===== config.mk =====
export PLATFORM = sky130hd
export DESIGN_NAME = lfsr_counter_gen
export DESIGN_NICKNAME = d
export VERILOG_FILES = /design/src/rtl/lfsr_counter_gen.sv
export SDC_FILE = /design/constraint.sdc
export NUM_CORES = 1
export LEC_CHECK = 0
export BUFFER_PORTS_ARGS = -buffer_cell sky130_fd_sc_hd__buf_4
export CAP_MARGIN = 25
export CORE_AREA = 2 2 39 41
export CTS_BUF_LIST = sky130_fd_sc_hd__clkbuf_2 sky130_fd_sc_hd__clkbuf_4 sky130_fd_sc_hd__clkbuf_8
export CTS_CLUSTER_SIZE = 8
export DETAILED_ROUTE_END_ITERATION = 7
export DIE_AREA = 0 0 41 43
export MAX_ROUTING_LAYER = met4
export PLACE_DENSITY = 0.62
export RECOVER_POWER = 50
export SLEW_MARGIN = 20
export SYNTH_ARGS = -nofsm -noshare
export SYNTH_HDL_FRONTEND = slang
export SYNTH_SLANG_ARGS = --single-unit

===== constraint.sdc =====
create_clock -name clk -period 1.3 [get_ports clk]
set_input_delay 0.13 -clock clk [delete_from_list [all_inputs] [get_ports clk]]
set_output_delay 0.13 -clock clk [all_outputs]
set_load 0.05 [all_outputs]

===== src/rtl/lfsr_counter_gen.sv =====
// Parametrised Fibonacci LFSR terminal counter with seed, one-shot/auto-reload mode.
// Optional binary step counter output enabled by defining LFSR_STEP_CNT_EN.
module lfsr_counter_gen #(
  parameter int WIDTH       = 4,
  parameter int SEED        = 1,
  parameter int AUTO_RELOAD = 0
) (
  input  logic             clk,
  input  logic             rst,
  input  logic             load,
  input  logic             count_en,
  input  logic [WIDTH-1:0] count_to,
  output logic             done,
  output logic             busy,
  output logic             err,
  output logic [WIDTH-1:0] state
`ifdef LFSR_STEP_CNT_EN
  ,
  output logic [WIDTH-1:0] step_cnt
`endif
);

  localparam logic [WIDTH-1:0] SEED_W = WIDTH'(SEED);

  if (WIDTH < 3 || WIDTH > 8) begin : g_bad_width
    $error("lfsr_counter_gen: WIDTH must be 3..8");
  end
  if (SEED_W == '0) begin : g_bad_seed
    $error("lfsr_counter_gen: SEED masked to WIDTH must be nonzero");
  end

  logic [WIDTH-1:0] r_state;
  logic [WIDTH-1:0] r_target;
  logic             r_done;
  logic             r_busy;
  logic             r_err;

  logic             w_fb;
  logic [WIDTH-1:0] w_next;
  logic             w_fire;
  logic             w_hit;

  // Maximal-length taps, one per supported width
  if (WIDTH == 3) begin : g_fb3
    assign w_fb = r_state[2] ^ r_state[1];
  end else if (WIDTH == 4) begin : g_fb4
    assign w_fb = r_state[3] ^ r_state[2];
  end else if (WIDTH == 5) begin : g_fb5
    assign w_fb = r_state[4] ^ r_state[2];
  end else if (WIDTH == 6) begin : g_fb6
    assign w_fb = r_state[5] ^ r_state[4];
  end else if (WIDTH == 7) begin : g_fb7
    assign w_fb = r_state[6] ^ r_state[5];
  end else begin : g_fb8
    assign w_fb = r_state[7] ^ r_state[5] ^ r_state[4] ^ r_state[3];
  end

  assign w_next = {r_state[WIDTH-2:0], w_fb};
  assign w_fire = count_en & r_busy;
  assign w_hit  = (w_next == r_target);

  always_ff @(posedge clk or posedge rst) begin
    if (rst) begin
      r_state  <= SEED_W;
      r_target <= SEED_W;
      r_done   <= 1'b0;
      r_busy   <= 1'b0;
      r_err    <= 1'b0;
    end else if (load) begin
      r_state  <= SEED_W;
      r_target <= count_to;
      r_done   <= 1'b0;
      r_busy   <= (count_to != '0);
      r_err    <= (count_to == '0);
    end else if (w_fire) begin
      r_done <= w_hit;
      if (w_hit && AUTO_RELOAD != 0) begin
        r_state <= SEED_W;
      end else begin
        r_state <= w_next;
      end
      if (w_hit && AUTO_RELOAD == 0) begin
        r_busy <= 1'b0;
      end
    end else begin
      r_done <= 1'b0;
    end
  end

`ifdef LFSR_STEP_CNT_EN
  logic [WIDTH-1:0] r_step;
  logic [WIDTH-1:0] w_step_inc;

  assign w_step_inc = (r_step == '1) ? r_step : r_step + 1'b1;

  always_ff @(posedge clk or posedge rst) begin
    if (rst) begin
      r_step <= '0;
    end else if (load) begin
      r_step <= '0;
    end else if (w_fire) begin
      if (w_hit && AUTO_RELOAD != 0) begin
        r_step <= '0;
      end else begin
        r_step <= w_step_inc;
      end
    end
  end

  assign step_cnt = r_step;
`endif

  assign done  = r_done;
  assign busy  = r_busy;
  assign err   = r_err;
  assign state = r_state;

endmodule

* Yosys cells after proc, flatten, opt, wreduce, memory -nomap -nowiden
Cells that the tools add are included.
** Storage, ports and cells
- Flip-flop bits (word level) :: 11
- Input bits :: 8
- Logic and storage cells :: 20
** Operators by class
- Eq/ne operators :: 1
- Mux-type cells :: 7
- Bitwise operators :: 2
- Reductions and logical operators :: 5
** Operators with widths (number)
- 2-to-1 mux 4 bit :: 2
- 2-to-1 mux 1 bit :: 5
- == test 4 bit :: 1
- zero test 4 bit :: 1
- nonzero test 2 bit :: 2
- nonzero test 4 bit :: 1
- AND reduction 2 bit :: 1
- bitwise AND 1 bit :: 1
- bitwise XOR 1 bit :: 1

* Logic depth before layout (Yosys ltp)
- Depth in word-level cells :: 5
- Mapped depth :: 4

* Worst setup path after synthesis
Ideal clock, no wire load.
- Kind :: register -> register
- From :: register r_busy (netlist: busy)
- To :: register r_busy (netlist: busy)
- Setup time :: 131 ps
- Data arrival time :: 1321 ps
- Data required time :: 1169 ps
- Setup slack :: -152 ps
- Stages on the path, launching flop included :: 5
- Path buffers :: 0
- Clock period less this slack :: 1452 ps
- Path through :: dfrtp_1 > nand2_2 > nor4_2 > nand2_1 > o2bb2ai_1
** Between the ends
- Word-level cells in the longest chain between the ends :: 3
** RTL lines
- start, declared :: line 35 : logic r_busy;
- start signal, assigned :: line 73 : r_busy <= (count_to != '0);
- bitwise AND 1 bit :: line 59 : assign w_fire = count_en & r_busy;
- nonzero test 2 bit (no source line)
- AND reduction 2 bit (no source line)
Every way passes these cells.
A chain may end at the register's enable or synchronous reset.

* Worst setup path in the final report
- From :: register r_state[2] (netlist: state[2])
- To :: register r_busy (netlist: busy)
** Between the ends
- Word-level cells in the longest chain between the ends :: 4
** RTL lines
- start, declared :: line 32 : logic [WIDTH-1:0] r_state;
- start signal, assigned :: line 80 : r_state <= w_next;
- bitwise XOR 1 bit :: line 47 : assign w_fb = r_state[3] ^ r_state[2];
- == test 4 bit * :: line 60 : assign w_hit = (w_next == r_target);
- nonzero test 2 bit (no source line) *
- AND reduction 2 bit (no source line) *
Mark *: on every way between the ends. The rest lies on a longest branch, timed or not.

==> run metrics <==
skew final=4.64 ps; Hold-fix buffers, CTS=1; DR vias=364; Final Wtd Congestion=0.698; RSZ-0062 raised after global routing=false; post-synth top area cell=dfrtp_1; # resized after CTS=0; Post-route DRC=0; DIE AREA=1760 um^2; Final nets=70; setup TNS=0 ps; Slew Limit Headroom=70.2%; combinational power share=18.6%; cells on worst reg2reg path=4; global-route wire length before repair=1520 um; dpl ws=107 ps; Post CTS Setup Buffer Count=0; IO Count=15; crit path kind=flop to flop; clock tree buffer depth=2; Layout area overhead=35.2%; WP buf/inv=0; First DRT Iteration DRCs=1; GRT Util Overall=13.8%; crit path max fanout=5; share of cells above drive strength 1=50.8%; vias in the first global route=341; Final Cycle Share=92.5%; CP Cell Sequence=xnor2_1, xor2_1, nand2_1, o2bb2ai_1; input/output buffers=14; Critical-path top delay cell=dfrtp_2; WHS Endpoint=r_target[1]; crit start category=flop; clk slew on worst S/H paths=70 ps; cts bufs inserted=3; Critical R2R Capture=busy; minimum clock period=1200 ps; Worst-Margin Slew=443 ps; Crit. End Element=flop; ant diodes=0; Hold Path Stages=2; hold crit path type=input port to flop; final hold violations=0; die width=41 um; leakage=0.301 nW; clk_lat worst skew=270 ps; Final ANT Viol Nets=0; Syn Inst Count=42; fill count=137; Synth cell types=17; largest cells by area after synthesis=dfrtp_1 46%, mux2_2 11%, dfstp_2 11%, xor2_1 7.1%, nand2_1 3.8%; hold path start=count_to[1]; Clock Power Share=31.9%; maximum vdd ir drop=519 uV; kind of cell adding the most delay to the critical path=flip-flops; global route total overflow=0; Int Pwr=0.573 mW; TritonCTS Sinks=11; switching share of power=27.6%; Final WS setup=96.9 ps; Net Count, Synth=50; net switching power=0.219 mW; Starting Density=35.4%; Pre-Repair DR Iteration Count=2; sequential power share=49.5%; sequential area share after synthesis=56.6%; Max Freq=0.831 GHz; Via density=4.73; R2R Setup Slk=100 ps; Final Setup Violations=0; row cnt=14; critical path arrival=1340 ps; CTS Root Buffer Type=clkbuf_4; HPWL Detailed=688 um; syn_area_per_cell=11.7 um^2; routed length per instance=11.8 um; final core utilization=47.9%; warnings from Yosys=0; largest net degree at the start of global routing=12; WP data required=1440 ps; CP max stage delay=440 ps; core area=1380 um^2; FF+latch count, synth=11; Slew Limit Fails=0; antenna violations before repair=0; outcome=finished, final reports clean; post-synth top area share=45.9%; WL final=907 um; reg2reg start=state[2]; Multi-input gate area=200 um^2; Power Density=1190 nW/um^2; Reg area=283 um^2; TritonCTS clock tree=yes; max cap viols=0; synthesized area=490 um^2; CTS H-tree depth=1; Vert. Die Dim=43 um
## per-stage QoR
step / power (mW) / hold slack, ps / cell area (um^2) / std cells
after floorplan: 0.493 / -19.3 / 495 / 42
after global placement: 0.545 / 155 / 623 / 72
after detailed placement: 0.547 / 162 / 623 / 72
final: 0.792 / 98.9 / 663 / 77
after global routing: 0.840 / 99.8 / 663 / 77
after CTS: 0.807 / 93.2 / 663 / 77
## metal layers
layer	track usage, %	vias to the layer above	share of wire [%]
met4	8.00	0	1.5
met1	18.2	166	49
met5	-	-	0
met3	4.71	2	6.6
met2	17.8	13	43
li1	-	183	-
## cells in the final DEF (no fill, tap or decap)
cell,netlist,layout
inv_1,2,2
dfrtp_1,9,5
dlygate4sd3_1,0,1
dfrtp_2,0,4
xnor2_1,1,1
nand3_1,3,3
nor4_2,1,1
nor4_1,1,1
clkbuf_4,0,5
mux2_2,5,5
o2bb2ai_1,1,1
nand2_2,1,1
o211ai_1,1,1
a21oi_1,3,3
xor2_1,4,4
dfstp_1,0,1
nor2_1,1,1
nor2b_1,1,1
dfstp_2,2,1
nand2_1,5,5
buf_4,0,14
## cells in the mapped netlist
master,instances
nor2_1,1
nor4_2,1
mux2_2,5
o2bb2ai_1,1
xnor2_1,1
dfrtp_1,9
nand3_1,3
nor2b_1,1
nand2_1,5
o211ai_1,1
buf_2,1
xor2_1,4
nor4_1,1
nand2_2,1
dfstp_2,2
a21oi_1,3
inv_1,2
## layout make-up
class                   count  area share (%)
clock buffers               4            4.53
flip-flops and latches     11            42.6
multi-input cells          28            30.2
repair buffers             16            18.5
inverters                   2            1.13
well taps                  16            3.02
## how the worst max path moves through the flow
stage	startpoint	endpoint	slack, ps	depth (start not counted)
2_1_floorplan	state[0]	busy	20	4
3_3_place_gp	state[2]	busy	80	4
3_5_place_dp	state[2]	busy	110	4
4_1_cts	state[2]	busy	90	4
5_1_grt	state[2]	busy	30	4
6_report	state[2]	busy	100	4
## cell families after synthesis
kind of cell	share of synthesized area (%)
AO/OA/AOI/OAI	6.38
XOR/XNOR	8.93
buffers and inverters	2.55
flip-flops	56.6
multiplexers	11.5
AND/OR/NAND/NOR	14.0
## state kept, by name (all words and copies together) (netlist names)
| signal | count |
|---|---|
| busy | 1 |
| done | 1 |
| err | 1 |
| r_target | 4 |
| state | 4 |
## power groups by stage
stage	clock network [mW]	logic (mW)	registers, mW
final	0.253	0.147	0.392
after global routing	0.283	0.161	0.396
after CTS	0.264	0.149	0.394
after detailed placement	0	0.147	0.400
after global placement	0	0.146	0.399
after floorplan	0	0.0594	0.434
(Power assumes the default switching activity.)
